$ cat config.mk
export PLATFORM = sky130hd
export DESIGN_NAME = uart_tx_frame_flat
export DESIGN_NICKNAME = d
export VERILOG_FILES = /design/src/rtl/uart_pkg.sv /design/src/rtl/uart_tx_frame_if.sv /design/src/rtl/uart_tx_fifo.sv /design/src/rtl/uart_tx_frame.sv /design/src/flat_wrapper.sv
export SDC_FILE = /design/constraint.sdc
export NUM_CORES = 1
export LEC_CHECK = 0
export CAP_MARGIN = 30
export CORE_MARGIN = 2
export CORE_UTILIZATION = 54
export CTS_CLUSTER_SIZE = 20
export DETAILED_ROUTE_END_ITERATION = 8
export PLACE_DENSITY = 0.75
export SLEW_MARGIN = 25
export SYNTH_ARGS = -nofsm -noshare
export SYNTH_HDL_FRONTEND = slang
export SYNTH_SLANG_ARGS = --single-unit
$ cat constraint.sdc
create_clock -name clk -period 2.5 [get_ports clk]
set_input_delay 0.375 -clock clk [delete_from_list [all_inputs] [get_ports clk]]
set_output_delay 0.375 -clock clk [all_outputs]
set_load 0.005 [all_outputs]
$ cat src/rtl/uart_pkg.sv
// rtl/uart_pkg.sv - shared types, line levels and field decoders for the UART transmitter
package uart_pkg;

    typedef enum logic [2:0] {NONE, ODD, EVEN, MARK, SPACE} parity_e;
    typedef enum logic [1:0] {ONE, ONE_HALF, TWO} stop_e;
    typedef enum logic [2:0] {IDLE, START, DATA, PARITY, STOP, BREAK} tx_state_e;

    localparam logic LINE_IDLE  = 1'b1;
    localparam logic LINE_BREAK = 1'b0;

    function automatic parity_e parity_decode(input logic [2:0] field);
        parity_e p;
        case (field)
            3'b001:  p = ODD;
            3'b011:  p = EVEN;
            3'b101:  p = MARK;
            3'b111:  p = SPACE;
            default: p = NONE;
        endcase
        return p;
    endfunction

    function automatic stop_e stop_decode(input logic [1:0] field);
        return field[1] ? TWO : (field[0] ? ONE_HALF : ONE);
    endfunction

endpackage

$ cat src/rtl/uart_tx_frame_if.sv
// rtl/uart_tx_frame_if.sv - character write port of the UART transmitter
interface uart_tx_frame_if #(
    parameter int DATA_MAX = 9
);
    logic                wr_valid;
    logic                wr_ready;
    logic [DATA_MAX-1:0] wr_data;

    modport master (output wr_valid, output wr_data, input wr_ready);
    modport slave  (input wr_valid, input wr_data, output wr_ready);
endinterface

$ cat src/rtl/uart_tx_fifo.sv
// rtl/uart_tx_fifo.sv - synchronous character queue, flushed by rst or clear
module uart_tx_fifo #(
    parameter int WIDTH = 9,
    parameter int DEPTH = 16
) (
    input  logic                       clk,
    input  logic                       rst,
    input  logic                       clear,
    input  logic                       push,
    input  logic [WIDTH-1:0]           push_data,
    input  logic                       pop,
    output logic [WIDTH-1:0]           pop_data,
    output logic                       full,
    output logic                       empty,
    output logic [$clog2(DEPTH+1)-1:0] level
);
    localparam int AW = $clog2(DEPTH);
    localparam int LW = $clog2(DEPTH + 1);

    logic [WIDTH-1:0] mem [DEPTH];
    logic [AW-1:0]    wptr, rptr;
    logic [LW-1:0]    count;
    logic             do_push, do_pop;

    // A full queue refuses a push even when a pop frees a slot in the same cycle
    assign do_push = push && !full;
    assign do_pop  = pop && !empty;

    always_ff @(posedge clk) begin
        if (rst || clear) begin
            wptr  <= '0;
            rptr  <= '0;
            count <= '0;
        end else begin
            if (do_push) wptr <= wptr + AW'(1);
            if (do_pop)  rptr <= rptr + AW'(1);
            case ({do_push, do_pop})
                2'b10:   count <= count + LW'(1);
                2'b01:   count <= count - LW'(1);
                default: count <= count;
            endcase
        end
    end

    always_ff @(posedge clk) begin
        if (do_push) mem[wptr] <= push_data;
    end

    assign pop_data = mem[rptr];
    assign full     = (count == LW'(DEPTH));
    assign empty    = (count == '0);
    assign level    = count;
endmodule

$ cat src/rtl/uart_tx_frame.sv
// rtl/uart_tx_frame.sv - programmable-frame UART transmitter with CTS flow control and break
// UART_TX_FIFO_EN selects a FIFO_DEPTH-entry queue; otherwise a single holding register is used
module uart_tx_frame
    import uart_pkg::*;
#(
    parameter int DATA_MAX   = 9,
    parameter int OVS        = 16,
    parameter int FIFO_DEPTH = 16
) (
    input  logic                            clk,
    input  logic                            rst,
    input  logic                            clear,
    input  logic                            baud_ce,
    uart_tx_frame_if.slave                  wr,
    input  logic [3:0]                      word_len,
    input  logic [2:0]                      parity,
    input  logic [1:0]                      stop_bits,
    input  logic                            tx_break,
    input  logic                            cts,
    output logic                            txd,
    output logic                            busy,
    output logic                            frame_done,
    output logic                            empty,
    output logic                            full,
    output logic [$clog2(FIFO_DEPTH+1)-1:0] level
);
    localparam int TKW = $clog2(2 * OVS);
    localparam logic [TKW-1:0] T_ONE  = TKW'(OVS - 1);
    localparam logic [TKW-1:0] T_HALF = TKW'(3 * OVS / 2 - 1);
    localparam logic [TKW-1:0] T_TWO  = TKW'(2 * OVS - 1);

    tx_state_e           state, state_n;
    logic [TKW-1:0]      tk, tk_n, stop_end;
    logic [3:0]          bit_idx, bit_n, len_q, len_eff;
    logic                brk_stop, brk_stop_n, fd_n, txd_n, par_bit, pop;
    logic [DATA_MAX-1:0] data_q, q_data;
    parity_e             par_q;
    stop_e               stop_q;

    assign wr.wr_ready = ~full;
    assign busy        = (state != IDLE);
    assign pop         = (state == IDLE) && baud_ce && !tx_break && !empty && cts && !clear && !rst;
    assign len_eff     = (word_len < 4'd5 || word_len > 4'(DATA_MAX)) ? 4'(DATA_MAX) : word_len;

`ifdef UART_TX_FIFO_EN
    uart_tx_fifo #(.WIDTH(DATA_MAX), .DEPTH(FIFO_DEPTH)) u_fifo (
        .clk(clk), .rst(rst), .clear(clear),
        .push(wr.wr_valid), .push_data(wr.wr_data),
        .pop(pop), .pop_data(q_data),
        .full(full), .empty(empty), .level(level)
    );
`else
    localparam int LW = $clog2(FIFO_DEPTH + 1);
    logic hold_valid;

    always_ff @(posedge clk) begin
        if (rst || clear)                       hold_valid <= 1'b0;
        else if (wr.wr_valid && !hold_valid)    hold_valid <= 1'b1;
        else if (pop)                           hold_valid <= 1'b0;
    end

    always_ff @(posedge clk) begin
        if (wr.wr_valid && !hold_valid) q_data <= wr.wr_data;
    end

    assign empty = ~hold_valid;
    assign full  = hold_valid;
    assign level = LW'(hold_valid);
`endif

    // Frame settings are frozen at pop so later config writes never disturb a frame on the line
    always_ff @(posedge clk) begin
        if (rst) begin
            len_q  <= 4'(DATA_MAX);
            par_q  <= NONE;
            stop_q <= ONE;
            data_q <= '0;
        end else if (pop) begin
            len_q  <= len_eff;
            par_q  <= parity_decode(parity);
            stop_q <= stop_decode(stop_bits);
            data_q <= q_data & DATA_MAX'((32'd1 << len_eff) - 32'd1);
        end
    end

    always_comb begin
        par_bit = 1'b0;
        case (par_q)
            ODD:     par_bit = ~^data_q;
            EVEN:    par_bit = ^data_q;
            MARK:    par_bit = 1'b1;
            default: par_bit = 1'b0;
        endcase
    end

    // The mark period after a break is always one bit, independent of the latched stop setting
    always_comb begin
        stop_end = T_ONE;
        if (!brk_stop) begin
            case (stop_q)
                ONE_HALF: stop_end = T_HALF;
                TWO:      stop_end = T_TWO;
                default:  stop_end = T_ONE;
            endcase
        end
    end

    always_ff @(posedge clk) begin
        if (rst || clear) begin
            state      <= IDLE;
            tk         <= '0;
            bit_idx    <= '0;
            brk_stop   <= 1'b0;
            txd        <= LINE_IDLE;
            frame_done <= 1'b0;
        end else begin
            state      <= state_n;
            tk         <= tk_n;
            bit_idx    <= bit_n;
            brk_stop   <= brk_stop_n;
            txd        <= txd_n;
            frame_done <= fd_n;
        end
    end

    always_comb begin
        state_n    = state;
        tk_n       = tk;
        bit_n      = bit_idx;
        brk_stop_n = brk_stop;
        fd_n       = 1'b0;
        if (baud_ce) begin
            case (state)
                IDLE: begin
                    tk_n = '0;
                    if (tx_break)  state_n = BREAK;
                    else if (pop)  state_n = START;
                end
                START: begin
                    if (tk == T_ONE) begin
                        state_n = DATA;
                        tk_n    = '0;
                        bit_n   = '0;
                    end else tk_n = tk + TKW'(1);
                end
                DATA: begin
                    if (tk == T_ONE) begin
                        tk_n = '0;
                        if (bit_idx == len_q - 4'd1) state_n = (par_q == NONE) ? STOP : PARITY;
                        else                         bit_n   = bit_idx + 4'd1;
                    end else tk_n = tk + TKW'(1);
                end
                PARITY: begin
                    if (tk == T_ONE) begin
                        state_n = STOP;
                        tk_n    = '0;
                    end else tk_n = tk + TKW'(1);
                end
                STOP: begin
                    if (tk == stop_end) begin
                        state_n    = IDLE;
                        tk_n       = '0;
                        fd_n       = ~brk_stop;
                        brk_stop_n = 1'b0;
                    end else tk_n = tk + TKW'(1);
                end
                BREAK: begin
                    if (!tx_break) begin
                        state_n    = STOP;
                        tk_n       = '0;
                        brk_stop_n = 1'b1;
                    end
                end
                default: state_n = IDLE;
            endcase
        end
    end

    // txd is registered from the next-state view so it moves one clk after the entering baud_ce
    always_comb begin
        txd_n = LINE_IDLE;
        case (state_n)
            START, BREAK: txd_n = LINE_BREAK;
            DATA:         txd_n = data_q[bit_n];
            PARITY:       txd_n = par_bit;
            default:      txd_n = LINE_IDLE;
        endcase
    end
endmodule

$ cat src/flat_wrapper.sv
// flat-port wrapper written by rule: the top's interface ports become plain ports
module uart_tx_frame_flat import uart_pkg::*;
#(
    parameter int DATA_MAX   = 9,
    parameter int OVS        = 16,
    parameter int FIFO_DEPTH = 16
)
  (clk, rst, clear, baud_ce, word_len, parity, stop_bits, tx_break, cts, txd, busy, frame_done, empty, full, level, wr_wr_valid, wr_wr_data, wr_wr_ready);
  uart_tx_frame_if #(.DATA_MAX(DATA_MAX)) wr_i ();
  input  logic clk;
  input  logic rst;
  input  logic clear;
  input  logic baud_ce;
  input  logic [3:0] word_len;
  input  logic [2:0] parity;
  input  logic [1:0] stop_bits;
  input  logic tx_break;
  input  logic cts;
  output logic txd;
  output logic busy;
  output logic frame_done;
  output logic empty;
  output logic full;
  output logic [$clog2(FIFO_DEPTH+1)-1:0] level;
  input wire logic [$bits(wr_i.wr_valid)-1:0] wr_wr_valid;
  input wire logic [$bits(wr_i.wr_data)-1:0] wr_wr_data;
  output wire logic [$bits(wr_i.wr_ready)-1:0] wr_wr_ready;
  assign wr_i.wr_valid = wr_wr_valid;
  assign wr_i.wr_data = wr_wr_data;
  assign wr_wr_ready = wr_i.wr_ready;
  uart_tx_frame #(.DATA_MAX(DATA_MAX), .OVS(OVS), .FIFO_DEPTH(FIFO_DEPTH)) u_core (.clk(clk), .rst(rst), .clear(clear), .baud_ce(baud_ce), .wr(wr_i), .word_len(word_len), .parity(parity), .stop_bits(stop_bits), .tx_break(tx_break), .cts(cts), .txd(txd), .busy(busy), .frame_done(frame_done), .empty(empty), .full(full), .level(level));
endmodule
* After elaboration in Yosys (flattened, before gate mapping)
Index checks and enable logic that the tools add are counted.
Storage, ports and cells: register bits after elaboration 43, output and inout bits 11, word-level logic and storage cells 110
Cells by class: add/subtract/negate cells 4, magnitude comparators 3, eq/ne operators 23, shift operators 1, muxes and demuxes 35, bitwise gates (word level) 6, reductions and logical operators 26
Operators with widths (number):
- $mux 3 | 10
- $eq 3x2->1 const B | 7
- $mux 4 | 5
- $mux 5 | 4
- $pmux 5 s4 | 1
- $pmux 3 s6 | 1
- $eq 3x3->1 const B | 5
- $eq 3x1->1 const B | 4
- $pmux 3 s4 | 1
- $pmux 5 s2 | 1
- $and 9x9->9 | 1
- $reduce_xnor 9->1 | 1
- $reduce_xor 9->1 | 1
- $shl 1x4->9 const A | 1
- $sub 9x1->9 const B | 1
- $pmux 4 s2 | 1
- $logic_and 1x1->1 | 7
- $logic_not 3->1 | 2
- $mux 1 | 6
- $pmux 1 s3 | 2
- $add 5x1->5 const B | 1
- $eq 5x4->1 const B | 1
- $eq 5x5->1 | 1
- $lt 4x5->1 const B | 1
- 23 further kinds | 32

* Depth between registers and ports, before layout
word-level depth 14, depth in mapped cells 12, gate-level depth less buffers 11

* Least setup slack after synthesis
OpenSTA, ideal clock, no wires.
path type flip-flop to flip-flop, from reg u_core.tk[0], to reg u_core.txd, arrival time 2136 ps, setup slack 226 ps, stages on the path, launching flop included 13, path buffers 1, period minus slack after synthesis 2274 ps, cells stage by stage dfxtp_1 > ha_1 > nand3_1 > inv_1 > ha_1 > clkbuf_1 > nand3b_1 > o21ai_0 > o31ai_1 > o21ai_1 > a21oi_1 > a311oi_1 > o2111ai_1
On the way: cells in the longest elaborated chain, start to end 7, elaborated cells between the ends (all ways) 20
Ends and longest elaborated chain:
- start: declaration | line uart_tx_frame.sv:33 | logic [TKW-1:0] tk, tk_n, stop_end;
- start signal: assignment | line uart_tx_frame.sv:118 | tk <= tk_n;
- $eq 5x4->1 or $eq 5x5->1 (tied branches)
- $mux 4 (tied with other cells) | line uart_tx_frame.sv:147 | if (tk == T_ONE) begin
- $pmux 4 s2 or $pmux 3 s6 (tied branches) | line uart_tx_frame.sv:133 | case (state)
- $mux 4 or $mux 3 (tied branches) | line uart_tx_frame.sv:132 | if (baud_ce) begin
- $bmux 1 s4 (tied with other cells) | line uart_tx_frame.sv:184 | DATA: txd_n = data_q[bit_n];
- $mux 1 (implied by the code) or $reduce_or 2->1 (tied branches) | line uart_tx_frame.sv:184, uart_tx_frame.sv:182
- $pmux 1 s3 * | line uart_tx_frame.sv:182 | case (state_n)
- end signal: assignment | line uart_tx_frame.sv:121 | txd <= txd_n;
- end: declaration | line uart_tx_frame.sv:20 | output logic txd,
Every way passes the cells marked *; elsewhere a longest branch is shown, timed or not. The select of a mux whose other input is x is not followed. A chain may end at the register's enable or synchronous reset.

* Final worst setup path
from reg u_core.len_q[0], to reg u_core.txd
On the way: cells in the longest elaborated chain, start to end 9, elaborated cells between the ends (all ways) 18
Ends and longest elaborated chain:
- start: declaration | line uart_tx_frame.sv:34 | logic [3:0] bit_idx, bit_n, len_q, len_eff;
- start signal: assignment | line uart_tx_frame.sv:74 | len_q <= 4'(DATA_MAX);
- start signal: assignment | line uart_tx_frame.sv:79 | len_q <= len_eff;
- $sub 4x1->4 * | line uart_tx_frame.sv:149 | if (bit_idx == len_q - 4'd1) state_n = (par_q == NONE) ? STOP : PARITY;
- $eq 4x4->1 * | line uart_tx_frame.sv:149
- $mux 4 or $mux 3 (tied branches) | line uart_tx_frame.sv:149
- $mux 4 or $mux 3 (tied branches) | line uart_tx_frame.sv:147
- $pmux 4 s2 or $pmux 3 s6 (tied branches) | line uart_tx_frame.sv:133
- $mux 4 or $mux 3 (tied branches) | line uart_tx_frame.sv:132
- $bmux 1 s4 (tied with other cells) | line uart_tx_frame.sv:184
- $mux 1 (implied by the code) or $reduce_or 2->1 (tied branches) | line uart_tx_frame.sv:184, uart_tx_frame.sv:182
- $pmux 1 s3 * | line uart_tx_frame.sv:182
Marked as above.

==> results.txt <==
----------------------------------------------------
[Synthesis]
  Average instance area after synthesis ... around 8.4 sq um
  Leading area contributor after synthesis ... dfxtp_1
  Register bit total from synthesis ... 43
  Proportion of register bits with asynchronous set or reset after synthesis ... 0
  Most area-consuming cells after synthesis ... dfxtp_1 (27%), edfxtp_1 (11%), nand2_1 (5.5%)
  Synthesized cell area ... between 2000 and 2500 sq um
  Area share of the leading cell type in the synthesized netlist ... 0.275
  Yosys cell types ... 58
  Count of flip-flops with a built-in enable after synthesis ... 9
  Count of mapped cells out of synthesis ... between 200 and 300
  Prevailing post-synth register cell ... dfxtp_1
  Yosys warning count ... 0
  Part of the Yosys area used for sequential elements ... 0.384

[Power and ir drop]
  Leakage power figure ... roughly 1.1 nW
  Pwr dens ... about 440 nW/um^2
  IR Drop Worst-Case VDD ... slightly below 400 uV
  Pwr Total ... 0.00132 W

[STA]
  WHS ... between 400 and 500 ps
  Crit path time final ... about 2400 ps
  Setup ws final ... 137 ps
  Actual slew at the worst max-slew pin ... roughly 500 ps
  Fin Clk Skew ... about 4.3 ps
  Final count of pins violating max slew ... 0
  Post-route clock period utilization ... 0.945
  Count of endpoints failing setup in the final report ... 0
  Final Hold Viols ... 0
  Achievable Freq ... 0.423 GHz
  Headroom to the max-slew limit ... 0.665

[CTS]
  Clock tree from TritonCTS ... yes
  Total clock buffers created by CTS ... 5
  CTS Root Buffer Type ... clkbuf_8
  Clock net sink count ... between 40 and 50
  Clock slew at reported path FFs ... 90 ps
  Clock latency of the later-clocked register in the worst-skew pair ... around 300 ps
  Longest Clk Path Bufs ... 2
  Max H-tree Level ... 2

[Detailed routing]
  Routed WL ... 5430 microns
  Average vias per placed instance ... roughly 5.7
  Number of vias in the routed layout ... between 2000 and 2500
  Post-route ant nets ... 0
  Final routed wire length divided by cell count ... 14.1 microns
  Number of DRC violations after detailed routing ... 0
  Number of DRC markers after the initial detailed-route iteration ... 131
  Pre-Repair DR Iteration Count ... 4

[Critical path]
  Slowest stage cell, crit path ... dfxtp_1
  Worst path required time ... between 2000 and 3000 ps
  R2R Setup Slk ... roughly 140 ps
  Longest individual stage delay on the worst path ... ~400 ps
  Maximum net fanout on the critical path ... 10
  Type of the worst setup path ... register to register
  Category of the worst setup path launch point ... register
  Cells along the critical path ... inv_1 -> ha_1 -> xnor3_1 -> nand3_2 -> o211a_1 -> o211ai_1 -> a21oi_1 -> a311oi_1 -> o2111ai_1
  Cell class contributing the biggest share of worst-path delay ... compound AO/OA/AOI/OAI gates
  Critical path data arrival time ... about 2500 ps
  Total buffers and inverters traversed by the critical path ... 1
  Element type at the critical path end ... register

[Floorplan]
  Area enclosed by the die boundary ... about 5100 sq um
  I/O pins ... 36
  Row count ... 24
  Overall die height ... 71.7 microns
  Placeable core region ... about 4400 sq um
  Starting utilization of the core area ... 0.565
  Die X-Extent ... slightly above 70 microns

[Placement]
  Port buffer count ... 31
  Placer's final routability congestion estimate ... roughly 0.89
  Post-Place Setup Slack ... 114 ps
  Detail Placement HPWL ... between 4000 and 5000 microns

[Final layout]
  Diodes inserted ... 0
  Fraction of layout instances using a drive strength above 1 ... 0.0964
  Total Nets Final ... about 360
  Area added between synthesis and finish ... 20.4%

[Hold path]
  Worst hold path class ... register to register

[GRT]
  Via count of the first global-routing pass ... 1962
  Largest net degree at the start of global routing ... 21
  Initial antenna violation count ... 0
  Sum of overflow across all layers after global routing ... 0
  First-pass GRT wire length ... 8860 microns
  Total routing usage reported by global routing ... 0.220

[Run status]
  Result of the run ... finished, final reports clean

[Flow run]
  Max-cap violation count ... 0

----------------------------------------------------
-- final timing paths --
| check | start | endpoint | cells after the start |
|---|---|---|---|
| worst max-delay path | u_core.len_q[0] | u_core.txd | 9 |
| worst min-delay path | u_core.stop_q[1] | u_core.stop_q[1] | 2 |
| worst max register to register | u_core.len_q[0] | u_core.txd | 9 |
| worst min register to register | u_core.stop_q[1] | u_core.stop_q[1] | 2 |
-- where the power goes --
group          internal [W]  switching [W]  total (W)
clock              0.000200       0.000262   0.000462
sequential         0.000721     0.00000814   0.000729
combinational     0.0000713      0.0000593   0.000131
-- cell usage after synthesis (all sizes together), types with 3 or more instances --
library cell and instances:
nand2 36, dfxtp 34, nor2 26, a21oi 24
nand3 20, o21ai 16, inv 12, clkbuf 10
buf 9, edfxtp 9, xnor2 9, ha 7
nor2b 5, nor3 5, and2 4, nand3b 4
nand4 4, o211a 4, o211ai 4, xor2 4
a211oi 3, a31oi 3, mux2 3, o21bai 3
-- area by class of cell --
type                    instances  area (sq um)
inverters                      12          45.0
multi-input cells             225          1410
clock buffers                   5          68.8
fillers                       376          1400
flip-flops and latches         43           951
well taps                      52          65.1
clock inverters                 3          23.8
repair buffers                 44           420
-- cell families after synthesis --
| kind of cell | Yosys count | share of synthesized area |
|---|---|---|
| compound gates | 70 | 0.178 |
| xor+xnor | 15 | 0.0672 |
| fa+ha+maj | 7 | 0.0354 |
| buf+inv | 31 | 0.0571 |
| flops | 43 | 0.384 |
| mux | 5 | 0.0217 |
| other cells | 2 | 0.00303 |
| simple gates | 122 | 0.254 |
-- sequential cells by signal (all words and copies together) (netlist names) --
register	cells
u_core.q_data	9
u_core.stop_q	2
u_core.len_q	4
u_core.frame_done	1
u_core.txd	1
u_core.par_q	3
u_core.data_q	9
u_core.brk_stop	1
u_core.full	1
u_core.bit_idx	4
u_core.tk	5
u_core.state	3
-- routing by layer --
layer  part of all wire  GRT usage  up-vias
li1                   -          -     1109
met1               0.45      0.276     1031
met2               0.48      0.381       53
met3              0.059     0.0506        6
met4              0.012     0.0608        0
met5                  0          0        -
-- cells in the final DEF (no fill, tap or decap), drive strengths merged, types with 2 or more instances in the layout --
cell           instances
clkdlybuf4s50         31
o211a                  4
or4                    2
and3                   2
nor4b                  2
o31a                   2
o2111ai                2
o211ai                 4
mux2i                  2
nor3                   5
nor2                  26
conb                   6
clkinvlp               2
and2                   4
o21bai                 3
ha                     7
nor3b                  2
a211oi                 3
clkbuf                 5
nand4                  4
a21oi                 24
xnor3                  2
and3b                  2
xor2                   4
o21ai                 16
buf                   13
inv                   13
nor2b                  5
nand3                 20
a31oi                  3
nand3b                 4
edfxtp                 9
xnor2                  9
mux2                   3
dfxtp                 34
nand2                 36
-- tightest hold or removal path: stages (launching register included) --
cell and delay, ps:
dfxtp_1 320, nand2_1 50, a21oi_1 50
-- repair_timing --
item,CTS,global route
resized for setup,0,3
hold buffers,0,0
setup buffers,0,1
endpoints found under the setup margin,0,1
-- per-stage QoR --
| stage | setup TNS, ps | util | std cells | area (sq um) |
|---|---|---|---|---|
| 6_report | 0 | 0.680 | 384 | 2980 |
| 5_1_grt | -10.0 | 0.680 | 384 | 2980 |
| 4_1_cts | 0 | 0.676 | 383 | 2970 |
| 3_5_place_dp | 0 | 0.655 | 375 | 2870 |
| 3_3_place_gp | 0 | 0.655 | 375 | 2870 |
| 2_1_floorplan | 0 | - | 299 | 2490 |
No activity file was read; power rests on OpenSTA's default activity.
